**config.mk**
```make
export PLATFORM = sky130hd
export DESIGN_NAME = piece_controller
export DESIGN_NICKNAME = d
export VERILOG_FILES = /design/src/rtl/piece_controller.sv
export SDC_FILE = /design/constraint.sdc
export NUM_CORES = 1
export LEC_CHECK = 0
export ABC_AREA = 0
export BUFFER_PORTS_ARGS = -buffer_cell sky130_fd_sc_hd__buf_2
export CORE_MARGIN = 8
export CORE_UTILIZATION = 54
export CTS_BUF_LIST = sky130_fd_sc_hd__clkbuf_8
export CTS_CLUSTER_DIAMETER = 40
export DETAILED_ROUTE_END_ITERATION = 7
export PLACE_DENSITY = 0.86
export SYNTH_ARGS = -nofsm -noshare
export SYNTH_HDL_FRONTEND = slang
export SYNTH_SLANG_ARGS = --single-unit
```
**constraint.sdc**
```tcl
create_clock -name clk -period 3.9 [get_ports clk]
set_input_delay 0.39 -clock clk [delete_from_list [all_inputs] [get_ports clk]]
set_output_delay 0.39 -clock clk [all_outputs]
set_load 0.05 [all_outputs]
```
**src/rtl/piece_controller.sv**
```systemverilog
// Active tetromino generator/mover: spawns a pseudo-random piece, proposes
// candidate moves to block_settling and commits the coordinates it resolves.
module piece_controller #(
  parameter logic [15:0] LFSR_SEED = 16'hACE1
) (
  input  logic        clk,
  input  logic        reset,
  input  logic        ce,
  input  logic        btn_left,
  input  logic        btn_right,
  input  logic        btn_rot,
  input  logic        btn_drop,
  input  logic        settle,
  input  logic        game_over,
  input  logic [3:0]  changed_x1, changed_x2, changed_x3, changed_x4,
  input  logic [4:0]  changed_y1, changed_y2, changed_y3, changed_y4,
  output logic [3:0]  x1, x2, x3, x4,
  output logic [4:0]  y1, y2, y3, y4,
  output logic [3:0]  x1_next_out, x2_next_out, x3_next_out, x4_next_out,
  output logic [4:0]  y1_next_out, y2_next_out, y3_next_out, y4_next_out,
  output logic [2:0]  movement,
  output logic [2:0]  block_type,
  output logic [15:0] pieces,
  output logic        over
);
  localparam logic [2:0] MV_GRAV = 3'b000, MV_DROP = 3'b001, MV_ROT = 3'b010,
                         MV_LEFT = 3'b011, MV_RIGHT = 3'b100, MV_IDLE = 3'b111;

  typedef enum logic [2:0] {SPAWN, IDLE, PROPOSE, COMMIT, OVER} state_t;

  state_t            state_q, state_d;
  logic [3:0][3:0]   x_q, x_d, xn_q, xn_d, spawn_x, chg_x;
  logic [3:0][4:0]   y_q, y_d, yn_q, yn_d, spawn_y, chg_y;
  logic [2:0]        mv_q, mv_d, bt_q, bt_d, new_bt, req_mv;
  logic [15:0]       lfsr_q, lfsr_d, pieces_q, pieces_d;
  logic              over_q, over_d, grav_pend_q, grav_pend_d, settle_q;
  logic              settle_rise, cand_ok;
  logic signed [5:0] cx [4];
  logic signed [5:0] cy [4];
  logic signed [5:0] piv_x, piv_y;

  assign chg_x = {changed_x4, changed_x3, changed_x2, changed_x1};
  assign chg_y = {changed_y4, changed_y3, changed_y2, changed_y1};
  assign piv_x = $signed({2'b00, x_q[1]});
  assign piv_y = $signed({1'b0, y_q[1]});
  assign settle_rise = settle & ~settle_q;
  assign new_bt = (lfsr_q[2:0] == 3'd0) ? 3'd1 : lfsr_q[2:0];

  always_comb begin
    spawn_x = {4'd6, 4'd5, 4'd4, 4'd3};
    spawn_y = {5'd0, 5'd0, 5'd0, 5'd0};
    case (new_bt)
      3'd2: begin spawn_x = {4'd5, 4'd4, 4'd5, 4'd4}; spawn_y = {5'd1, 5'd1, 5'd0, 5'd0}; end
      3'd3: begin spawn_x = {4'd4, 4'd5, 4'd4, 4'd3}; spawn_y = {5'd1, 5'd0, 5'd0, 5'd0}; end
      3'd4: begin spawn_x = {4'd4, 4'd3, 4'd5, 4'd4}; spawn_y = {5'd1, 5'd1, 5'd0, 5'd0}; end
      3'd5: begin spawn_x = {4'd3, 4'd5, 4'd4, 4'd3}; spawn_y = {5'd1, 5'd0, 5'd0, 5'd0}; end
      3'd6: begin spawn_x = {4'd5, 4'd4, 4'd4, 4'd3}; spawn_y = {5'd1, 5'd1, 5'd0, 5'd0}; end
      3'd7: begin spawn_x = {4'd5, 4'd5, 4'd4, 4'd3}; spawn_y = {5'd1, 5'd0, 5'd0, 5'd0}; end
      default: ;
    endcase
  end

  // Candidate cells for the highest-priority request; side moves and
  // rotations that leave the 10x20 field are refused here.
  always_comb begin
    req_mv = MV_IDLE;
    if (ce || grav_pend_q)  req_mv = MV_GRAV;
    else if (btn_drop)      req_mv = MV_DROP;
    else if (btn_rot)       req_mv = MV_ROT;
    else if (btn_left)      req_mv = MV_LEFT;
    else if (btn_right)     req_mv = MV_RIGHT;
    cand_ok = (req_mv != MV_IDLE) && !(req_mv == MV_ROT && bt_q == 3'd2);
    for (int i = 0; i < 4; i++) begin
      cx[i] = $signed({2'b00, x_q[i]});
      cy[i] = $signed({1'b0, y_q[i]});
      case (req_mv)
        MV_GRAV, MV_DROP: cy[i] = cy[i] + 6'sd1;
        MV_LEFT:          cx[i] = cx[i] - 6'sd1;
        MV_RIGHT:         cx[i] = cx[i] + 6'sd1;
        MV_ROT: begin
          cx[i] = piv_x - ($signed({1'b0, y_q[i]}) - piv_y);
          cy[i] = piv_y + ($signed({2'b00, x_q[i]}) - piv_x);
        end
        default: ;
      endcase
      if ((req_mv == MV_LEFT || req_mv == MV_RIGHT || req_mv == MV_ROT) &&
          (cx[i] < 6'sd0 || cx[i] > 6'sd9 || cy[i] < 6'sd0 || cy[i] > 6'sd19))
        cand_ok = 1'b0;
    end
  end

  always_comb begin
    state_d     = state_q;
    x_d         = x_q;
    y_d         = y_q;
    xn_d        = xn_q;
    yn_d        = yn_q;
    mv_d        = mv_q;
    bt_d        = bt_q;
    pieces_d    = pieces_q;
    over_d      = over_q;
    grav_pend_d = grav_pend_q;
    lfsr_d      = {lfsr_q[14:0], lfsr_q[15] ^ lfsr_q[13] ^ lfsr_q[12] ^ lfsr_q[10]};
    case (state_q)
      SPAWN: begin
        mv_d = MV_IDLE;
        if (game_over) begin
          over_d  = 1'b1;
          state_d = OVER;
        end else begin
          bt_d        = new_bt;
          x_d         = spawn_x;
          y_d         = spawn_y;
          xn_d        = spawn_x;
          yn_d        = spawn_y;
          pieces_d    = pieces_q + 16'd1;
          grav_pend_d = ce;
          state_d     = IDLE;
        end
      end
      IDLE: begin
        mv_d = MV_IDLE;
        if (settle_rise) begin
          grav_pend_d = grav_pend_q | ce;
          state_d     = SPAWN;
        end else if (cand_ok) begin
          for (int i = 0; i < 4; i++) begin
            xn_d[i] = cx[i][3:0];
            yn_d[i] = cy[i][4:0];
          end
          mv_d = req_mv;
          if (req_mv == MV_GRAV) grav_pend_d = 1'b0;
          state_d = PROPOSE;
        end
      end
      PROPOSE: begin
        grav_pend_d = grav_pend_q | ce;
        if (settle_rise) begin
          mv_d    = MV_IDLE;
          state_d = SPAWN;
        end else begin
          state_d = COMMIT;
        end
      end
      COMMIT: begin
        grav_pend_d = grav_pend_q | ce;
        mv_d        = MV_IDLE;
        if (settle_rise) begin
          state_d = SPAWN;
        end else begin
          x_d     = chg_x;
          y_d     = chg_y;
          xn_d    = chg_x;
          yn_d    = chg_y;
          state_d = IDLE;
        end
      end
      default: begin
        mv_d   = MV_IDLE;
        over_d = 1'b1;
      end
    endcase
  end

  always_ff @(posedge clk) begin
    if (reset) begin
      state_q     <= SPAWN;
      x_q         <= '0;
      y_q         <= '0;
      xn_q        <= '0;
      yn_q        <= '0;
      mv_q        <= MV_IDLE;
      bt_q        <= 3'd0;
      pieces_q    <= 16'd0;
      over_q      <= 1'b0;
      grav_pend_q <= 1'b0;
      settle_q    <= 1'b0;
      lfsr_q      <= LFSR_SEED;
    end else begin
      state_q     <= state_d;
      x_q         <= x_d;
      y_q         <= y_d;
      xn_q        <= xn_d;
      yn_q        <= yn_d;
      mv_q        <= mv_d;
      bt_q        <= bt_d;
      pieces_q    <= pieces_d;
      over_q      <= over_d;
      grav_pend_q <= grav_pend_d;
      settle_q    <= settle;
      lfsr_q      <= lfsr_d;
    end
  end

  assign {x4, x3, x2, x1} = x_q;
  assign {y4, y3, y2, y1} = y_q;
  assign {x4_next_out, x3_next_out, x2_next_out, x1_next_out} = xn_q;
  assign {y4_next_out, y3_next_out, y2_next_out, y1_next_out} = yn_q;
  assign movement   = mv_q;
  assign block_type = bt_q;
  assign pieces     = pieces_q;
  assign over       = over_q;
endmodule

```
==> results of run 1 <==
[synth_stat cells, drive strengths merged, types with 12 or more instances]
cell / instances
dfxtp: 116
nand2: 113
a21oi: 96
nor2: 73
ha: 69
inv: 69
o21ai: 57
clkbuf: 52
nand3: 44
nand2b: 32
xor2: 32
mux2i: 28
nor2b: 28
xnor2: 24
a211oi: 22
buf: 21
fa: 19
o211ai: 18
a21o: 14
nor3: 13
or2: 12
[where the power goes]
group / leakage [nW] / switching (mW) / internal, mW
clock: 0.184 / 0.576 / 0.524
sequential: 0.951 / 0.0504 / 1.25
combinational: 3.80 / 0.921 / 0.583
total: 4.94 / 1.55 / 2.36
[worst max-delay path by stage]
stage | endpoint | slack [ns] | depth (start not counted)
floorplan | y1_next_out[0]$_SDFFE_PP0P_ | 0.005 | 14
global placement | y2_next_out[1]$_SDFFE_PP0P_ | -0.36 | 15
detailed placement | y1_next_out[3]$_SDFFE_PP0P_ | -0.42 | 15
CTS | y3_next_out[1]$_SDFFE_PP0P_ | 0.02 | 16
global route | x1_next_out[0]$_SDFFE_PP0P_ | -0.09 | 15
finish | x1_next_out[0]$_SDFFE_PP0P_ | 0.05 | 15
[flip-flops by register name (all words and copies together), names as in the netlist, 5 cells and up]
signal,count
y4,5
y2,5
pieces,16
y1_next_out,5
y3_next_out,5
y4_next_out,5
y3,5
lfsr_q,16
y2_next_out,5
y1,5
[cell type report]
cell class | count | area (µm²) | share of cell area, %
tap | 216 | 270 | 2.46
sequential | 116 | 2340 | 21.3
inverter | 70 | 267 | 2.42
timing repair buffer | 276 | 1740 | 15.9
clock inverter | 14 | 126 | 1.15
multi-input combinational | 838 | 5990 | 54.5
clock buffer | 18 | 248 | 2.25
[cell families after synthesis]
logic type               Yosys count  synth area share, %
AND/OR/NAND/NOR                  363                 20.5
AO/OA/AOI/OAI                    292                 21.4
buffers and inverters            143                 6.67
flip-flops                       116                 26.7
adder cells (fa/ha/maj)           88                 14.3
XOR/XNOR                          56                 5.63
multiplexers                      39                 4.86
[repair_timing]
item | 4_1_cts | 5_1_grt
endpoints found under the setup margin | 40 | 40
gates resized for setup | 8 | 27
buffers inserted | 5 | 3
pin swaps | 2 | 6
[per-layer routing]
layer / wire length, µm / GRT usage, % / share of wire [%]
met1: 12600 / 39.0 / 38
met3: 3500 / 8.08 / 11
met5: 8 / 0 / 0.024
met4: 1930 / 18.7 / 5.8
met2: 15200 / 51.0 / 46
[critical path: stages, from the launching register on]
cell and delay (ns):
dfxtp_2 0.33, buf_4 0.15, ha_1 0.22, fa_2 0.58, inv_1 0.05, ha_1 0.28, a211oi_2 0.22, nor2_1 0.10
xor2_1 0.20, o221ai_2 0.17, a221oi_4 0.35, nor4_2 0.12, a31oi_4 0.27, a21o_4 0.20, buf_4 0.17, mux2_2 0.34
==> results.json, run 1 <==
{
  "outcome": "finished, violations left",
  "violations": "design-rule violations",
  "clockBufferDepth": 2,
  "r2r_slack_ns": 0.05,
  "layout-drive-gt1-share_pct": 28.4,
  "instances_no_fill": 1548,
  "vias_per_cell": 6.07,
  "ys_async_sr_fraction_pct": 0,
  "cts-root-buf": "clkbuf_8",
  "worstMarginPinSlew_ns": 0.946,
  "hold_path_class": "in -> reg",
  "globalplace.congestion": 1.05,
  "synth_top_area_cell": "dfxtp_1",
  "cts_tree": "yes",
  "crit_path_start": "x2[0]$_SDFFE_PP0P_",
  "coreArea_mm2": 0.0158,
  "skew_ns": 0.0112,
  "yosys_warnings": 0,
  "grt_usage_pct": 32.2,
  "routed_wl_mm": 33.3,
  "cp.arrival_ns": 4.20,
  "antenna_found_initial": 1,
  "worstSetupStartpointType": "flop",
  "overflow": 0,
  "layout_common_cells": "buf_2, buf_4, nand2_1, dfxtp_1, a21oi_1",
  "dieArea_mm2": 0.0204,
  "ctsHoldBuffers": 0,
  "cts_max_level": 4,
  "io_pins": 140,
  "final_common_cell": "buf_2",
  "p_leak_nw": 4.94,
  "fmax_mhz": 259,
  "finalPower_mw": 3.90,
  "ir_drop_mv": 0.365,
  "setup_slack_ns": 0.0455,
  "syn_nets": 1230,
  "first_pass_iters": 7,
  "place_inst": 1508,
  "synth_edf_count": 0,
  "timing.rr.start": "x2[0]$_SDFFE_PP0P_",
  "timing.setup.tns_ns": 0,
  "fin_crit_sh_pct": 98.8,
  "reg2reg_to": "x1_next_out[0]$_SDFFE_PP0P_",
  "crit_path_max_fanout": 7,
  "numCtsBuffers": 17,
  "ys.flop_type": "dfxtp_1",
  "period_needed_ns": 3.85,
  "clock_latency_ns": 0.46,
  "hold-worst-slack_ns": 0.164,
  "grt_max_degree": 98,
  "portBuffers": 139,
  "rows": 46,
  "synth_top_area_share_pct": 26.7,
  "synth_area_leaders": "dfxtp_1, ha_1, a21oi_1",
  "cap_viol_max_count": 0,
  "max-slew-margin-rel_pct": 37.0,
  "antenna_cells": 0,
  "clock-sinks": 116,
  "final_area_mm2": 0.0110,
  "synthToLayoutAreaGrowth_pct": 26.2,
  "place_ws_ns": -0.418,
  "p_per_area_mw_per_mm2": 355,
  "finalMaxSlewViolations": 0,
  "layout.nets": 1452,
  "placed_cell_area_mm2": 0.0104,
  "postRouteAntennaNets": 0,
  "grt_pass1_vias": 9148,
  "vias": 9403,
  "synth-seq-cells": 116,
  "final_util_pct": 69.4,
  "grt_pass1_wl_mm": 50.4,
  "rsz0062_at_grt": "yes",
  "worst_ep_required_time_ns": 4.25,
  "ff2ff_path_depth": 15,
  "drc": 1,
  "hp-start": "settle",
  "setup_viol": 0,
  "postSynthAreaPerCell_um2": 7.94,
  "synth.cell_area_mm2": 0.00871,
  "hold_violations": 0,
  "synth-seq-area-share_pct": 26.7,
  "clk_pin_slew_ns": 0.08,
  "wl_per_cell_um": 21.5,
  "nFillCells": 1287,
  "synth_cell_types": 70,
  "critPathKind": "reg -> reg",
  "dpl.hpwl_mm": 25.5,
  "die_w_um": 143,
  "whs_endpoint": "settle_q$_SDFF_PP0_",
  "synthCells": 1097,
  "initial_utilization_pct": 55.0,
  "die_h_um": 143,
  "end_kind": "flop",
  "detail_route.iter0.violations": 1311,
  "holdPathStages": 2
}
Power figures use the tool's default switching activity.
==> run 2: changes to the inputs <==
--- a/config.mk
+++ b/config.mk
@@ -7,12 +7,14 @@
 export LEC_CHECK = 0
 export ABC_AREA = 0
 export BUFFER_PORTS_ARGS = -buffer_cell sky130_fd_sc_hd__buf_2
+export CELL_PAD_IN_SITES_DETAIL_PLACEMENT = 0
+export CELL_PAD_IN_SITES_GLOBAL_PLACEMENT = 1
 export CORE_MARGIN = 8
-export CORE_UTILIZATION = 54
+export CORE_UTILIZATION = 44
 export CTS_BUF_LIST = sky130_fd_sc_hd__clkbuf_8
 export CTS_CLUSTER_DIAMETER = 40
 export DETAILED_ROUTE_END_ITERATION = 7
-export PLACE_DENSITY = 0.86
+export PLACE_DENSITY = 0.9
 export SYNTH_ARGS = -nofsm -noshare
 export SYNTH_HDL_FRONTEND = slang
 export SYNTH_SLANG_ARGS = --single-unit
==> constraint.sdc (replaced) <==
create_clock -name clk -period 4.4 [get_ports clk]
set_input_delay 0.44 -clock clk [delete_from_list [all_inputs] [get_ports clk]]
set_output_delay 0.44 -clock clk [all_outputs]
set_load 0.05 [all_outputs]
==> results.json, run 2 (synthesized netlist as in run 1, its figures left out) <==
{
  "reg2reg_to": "x2_next_out[2]$_SDFFE_PP0P_",
  "cp.depth": 15,
  "rows": 51,
  "vias_per_cell": 5.77,
  "portBuffers": 139,
  "clock-sinks": 116,
  "nFillCells": 1920,
  "coreArea_mm2": 0.0195,
  "clock_latency_ns": 0.47,
  "die_w_um": 157,
  "slowest_stage": "fa_1",
  "overflow": 0,
  "layout_common_cells": "buf_2, dfxtp_1, nand2_1, a21oi_1, nor2_1",
  "vias": 8772,
  "setup_viol": 0,
  "drc": 0,
  "dieArea_mm2": 0.0246,
  "cap_viol_max_count": 0,
  "clockBufferDepth": 2,
  "hold_violations": 0,
  "layout.nets": 1376,
  "die_h_um": 157,
  "setup_slack_ns": 0.161,
  "wl_per_cell_um": 20.9,
  "cp.arrival_ns": 4.59,
  "finalPower_mw": 3.33,
  "crit_end": "x2_next_out[2]$_SDFFE_PP0P_",
  "globalplace.congestion": 0.967,
  "final_area_mm2": 0.0103,
  "numCtsBuffers": 17,
  "period_needed_ns": 4.24,
  "p_leak_nw": 4.57,
  "p_per_area_mw_per_mm2": 322,
  "io_pins": 140,
  "rsz0062_at_grt": "no",
  "final_common_cell": "buf_2",
  "finalMaxSlewViolations": 0,
  "ff2ff_path_depth": 15,
  "cts_max_level": 4,
  "grt_pass1_wl_mm": 48.5,
  "synthToLayoutAreaGrowth_pct": 18.6,
  "grt_max_degree": 87,
  "postRouteAntennaNets": 0,
  "worst_ep_required_time_ns": 4.75,
  "first_pass_iters": 5,
  "skew_ns": 0.0169,
  "hold_path_class": "in -> reg",
  "worstSetupStartpointType": "flop",
  "fin_crit_sh_pct": 96.3,
  "dpl.hpwl_mm": 24.0,
  "crit_path_max_fanout": 18,
  "detail_route.iter0.violations": 889,
  "ctsHoldBuffers": 0,
  "ir_drop_mv": 0.251,
  "antenna_found_initial": 2,
  "fmax_mhz": 236,
  "post_cts_buffers": 0,
  "max-slew-margin-rel_pct": 24.6,
  "path_cells": "inv_1 -> ha_1 -> fa_1 -> inv_1 -> ha_1 -> a211oi_1 -> nor3b_1 -> o21ai_0 -> a21boi_0 -> a21oi_1 -> nor4_1 -> a31oi_1 -> a21o_2 -> buf_12 -> mux2_2",
  "crit_path_start": "x3[0]$_SDFFE_PP0P_",
  "place_ws_ns": 0.314,
  "slowest_delay_ns": 0.56,
  "clk_pin_slew_ns": 0.09,
  "critPathKind": "reg -> reg",
  "outcome": "complete, no violations",
  "antenna_cells": 0,
  "crit_buf_inv": 3,
  "worstMarginPinSlew_ns": 1.13,
  "cts-root-buf": "clkbuf_8",
  "initial_utilization_pct": 44.7,
  "end_kind": "flop",
  "placed_cell_area_mm2": 0.00994,
  "grt_pass1_vias": 8528,
  "timing.rr.start": "x3[0]$_SDFFE_PP0P_",
  "routed_wl_mm": 31.8,
  "r2r_slack_ns": 0.16,
  "cts_tree": "yes",
  "cts_resized": 0,
  "hold-worst-slack_ns": 0.213,
  "timing.setup.tns_ns": 0,
  "layout-drive-gt1-share_pct": 21.3,
  "cpLargestDelayFamily": "compound AO/OA/AOI/OAI gates",
  "grt_usage_pct": 25.9
}
[run 2: cell types whose count changed in the layout (fill, tap and decap cells not counted), moves of 5 or more]
cell	delta
a21oi_1	+5
a21oi_2	-5
buf_4	-77
dfxtp_1	+9
dfxtp_2	-6
inv_8	+5
[run 2: report_power, final]
| part | switching [mW] | internal [mW] |
|---|---|---|
| Clock | 0.576 | 0.425 |
| Sequential | 0.0549 | 1.11 |
| Combinational | 0.738 | 0.427 |
[run 2: worst min path at each step]
stage	from	end	cells after the start	slack, ns
2_1_floorplan	lfsr_q[9]$_SDFF_PP0_	lfsr_q[10]$_SDFF_PP1_	1	0.39
3_3_place_gp	lfsr_q[9]$_SDFF_PP0_	lfsr_q[10]$_SDFF_PP1_	1	0.39
3_5_place_dp	lfsr_q[9]$_SDFF_PP0_	lfsr_q[10]$_SDFF_PP1_	1	0.39
4_1_cts	settle	settle_q$_SDFF_PP0_	2	0.19
5_1_grt	settle	settle_q$_SDFF_PP0_	2	0.21
6_report	settle	settle_q$_SDFF_PP0_	2	0.21
[run 2: layer usage]
metal	vias up	track usage (%)	part of all wire (%)
li1	4153	-	-
met1	4049	32.2	40
met2	474	40.4	44
met3	92	6.12	10
met4	4	14.8	5.3
met5	-	0	0.066
[run 2: final cells by class]
class,count,area [µm²],share of cell area [%]
clock inverters,15,158,1.53
clock buffers,17,234,2.27
well taps,265,332,3.21
multi-input cells,838,5830,56.4
flip-flops and latches,116,2320,22.5
inverters,70,263,2.54
repair buffers,200,1190,11.6
[run 2: worst register-to-register path, delay by kind of cell, from the launching register on]
| family | cells | cell delay [ns] |
|---|---|---|
| flops | 1 | 0.54 |
| compound gates | 6 | 1.51 |
| simple gates | 2 | 0.24 |
| buf+inv | 3 | 0.43 |
| mux | 1 | 0.35 |
| fa+ha+maj | 3 | 1.07 |
[run 2: through the flow]
step                      cells  util, %
after detailed placement   1489     51.1
after floorplan            1097        -
after CTS                  1521     53.1
after global placement     1489     51.1
final                      1521     53.1
after global routing       1521     53.1
==> run 3: changes to the inputs <==
==> config.mk (replaced) <==
export PLATFORM = sky130hd
export DESIGN_NAME = piece_controller
export DESIGN_NICKNAME = d
export VERILOG_FILES = /design/src/rtl/piece_controller.sv
export SDC_FILE = /design/constraint.sdc
export NUM_CORES = 1
export LEC_CHECK = 0
export ABC_AREA = 0
export BUFFER_PORTS_ARGS = -buffer_cell sky130_fd_sc_hd__buf_2
export CORE_MARGIN = 8
export CORE_UTILIZATION = 59
export CTS_BUF_LIST = sky130_fd_sc_hd__clkbuf_8
export CTS_CLUSTER_DIAMETER = 40
export DETAILED_ROUTE_END_ITERATION = 7
export PLACE_DENSITY = 0.89
export SYNTH_ARGS = -nofsm -noshare
export SYNTH_HDL_FRONTEND = slang
export SYNTH_SLANG_ARGS = --single-unit
export TNS_END_PERCENT = 5
==> results.json, run 3 (synthesized netlist as in run 1, its figures left out) <==
{
  "ctsHoldBuffers": 0,
  "worstMarginPinSlew_ns": 1.26,
  "grt_pass1_vias": 8476,
  "reg2reg_to": "y4_next_out[1]$_SDFFE_PP0P_",
  "layout.nets": 1378,
  "crit_buf_inv": 2,
  "hold_path_class": "in -> reg",
  "antenna_cells": 0,
  "fmax_mhz": 238,
  "ff2ff_path_depth": 14,
  "die_h_um": 137,
  "dieArea_mm2": 0.0189,
  "initial_utilization_pct": 60.1,
  "grt_usage_pct": 32.2,
  "outcome": "complete, no violations",
  "path_cells": "inv_1 -> ha_1 -> fa_1 -> inv_1 -> ha_1 -> a211oi_1 -> nor3b_1 -> o21ai_0 -> a21boi_0 -> a21oi_1 -> nor4_1 -> a31oi_2 -> a21o_2 -> mux2_4",
  "first_pass_iters": 6,
  "final_common_cell": "buf_2",
  "vias": 9164,
  "instances_no_fill": 1442,
  "setup_slack_ns": 0.200,
  "max-slew-margin-rel_pct": 16.0,
  "p_leak_nw": 4.58,
  "hold_violations": 0,
  "cts-root-buf": "clkbuf_8",
  "layout-drive-gt1-share_pct": 21.6,
  "detail_route.iter0.violations": 1206,
  "antenna_found_initial": 0,
  "grt_pass1_wl_mm": 46.5,
  "cpLargestDelayFamily": "compound AO/OA/AOI/OAI gates",
  "post_cts_buffers": 0,
  "cts_max_level": 4,
  "hp-start": "settle",
  "fin_crit_sh_pct": 95.4,
  "end_kind": "flop",
  "slowest_delay_ns": 0.54,
  "cp.depth": 14,
  "p_per_area_mw_per_mm2": 325,
  "timing.rr.start": "x3[0]$_SDFFE_PP0P_",
  "io_pins": 140,
  "holdPathStages": 2,
  "clock-sinks": 116,
  "routed_wl_mm": 31.0,
  "numCtsBuffers": 17,
  "r2r_slack_ns": 0.20,
  "vias_per_cell": 6.36,
  "rows": 44,
  "clock_latency_ns": 0.47,
  "cp.arrival_ns": 4.55,
  "whs_endpoint": "settle_q$_SDFF_PP0_",
  "placed_cell_area_mm2": 0.00984,
  "slowest_stage": "fa_1",
  "cap_viol_max_count": 0,
  "place_ws_ns": 0.0183,
  "globalplace.congestion": 1.05,
  "postRouteAntennaNets": 0,
  "cts_tree": "yes",
  "place_inst": 1409,
  "coreArea_mm2": 0.0145,
  "hold-worst-slack_ns": 0.211,
  "setup_viol": 0,
  "finalMaxSlewViolations": 0,
  "drc": 0,
  "critPathKind": "reg -> reg",
  "overflow": 0,
  "worst_ep_required_time_ns": 4.75,
  "skew_ns": 0.0125,
  "worstSetupStartpointType": "flop",
  "rsz0062_at_grt": "no",
  "die_w_um": 137,
  "crit_path_max_fanout": 10,
  "layout_common_cells": "buf_2, dfxtp_1, nand2_1, a21oi_1, nor2_1",
  "wl_per_cell_um": 21.5,
  "portBuffers": 139,
  "synthToLayoutAreaGrowth_pct": 17.9,
  "final_area_mm2": 0.0103,
  "clk_pin_slew_ns": 0.08,
  "ir_drop_mv": 0.300,
  "grt_max_degree": 88,
  "timing.setup.tns_ns": 0,
  "clockBufferDepth": 2,
  "period_needed_ns": 4.20,
  "dpl.hpwl_mm": 23.0
}
[run 3: worst register-to-register path: stages, from the launching register on]
cell      delay (ns)
dfxtp_1         0.43
inv_1           0.15
ha_1            0.23
fa_1            0.54
inv_1           0.06
ha_1            0.27
a211oi_1        0.32
nor3b_1         0.12
o21ai_0         0.28
a21boi_0        0.15
a21oi_1         0.33
nor4_1          0.11
a31oi_2         0.38
a21o_2          0.39
mux2_4          0.34
[run 3: cell type report]
cell class,count,area [µm²]
inverter,70,263
sequential,116,2320
tap,184,230
timing repair buffer,201,1200
multi-input combinational,839,5860
clock inverter,15,155
clock buffer,17,234
fill,1139,4210
[run 3: how the worst max path moves through the flow]
stage,from,end,slack (ns)
5_1_grt,x3[0]$_SDFFE_PP0P_,y4_next_out[1]$_SDFFE_PP0P_,0.02
6_report,x3[0]$_SDFFE_PP0P_,y4_next_out[1]$_SDFFE_PP0P_,0.20
3_5_place_dp,x1[0]$_SDFFE_PP0P_,x4_next_out[1]$_SDFFE_PP0P_,0.02
4_1_cts,x1[0]$_SDFFE_PP0P_,x4_next_out[1]$_SDFFE_PP0P_,0.16
3_3_place_gp,x1[0]$_SDFFE_PP0P_,x1_next_out[1]$_SDFFE_PP0P_,0.14
2_1_floorplan,y2[1]$_SDFFE_PP0P_,y1_next_out[0]$_SDFFE_PP0P_,0.01
[run 3: metrics by stage]
step	utilization (%)	power [mW]
6_report	70.9	3.33
5_1_grt	70.9	3.46
4_1_cts	70.7	3.30
3_5_place_dp	68.0	2.32
3_3_place_gp	68.0	2.31
2_1_floorplan	-	1.99
[run 3: routing by layer]
metal	global-route usage (%)	vias to the layer above	wire (µm)
li1	-	4166	-
met1	38.8	4160	11300
met2	50.7	678	13900
met3	8.35	160	3830
met4	19.4	0	1930
met5	0	-	0
[run 3: timing repair]
action / in CTS / in global routing
resized for setup: 1 / 3
setup endpoints to repair: 7 / 31
hold endpoints to repair: 0 / 0
gates cloned: 0 / 1
[run 3: power breakdown]
group          leakage, nW  switching, mW  internal (mW)
combinational         3.44          0.764          0.427
clock                0.196          0.559          0.425
sequential           0.946         0.0504           1.11
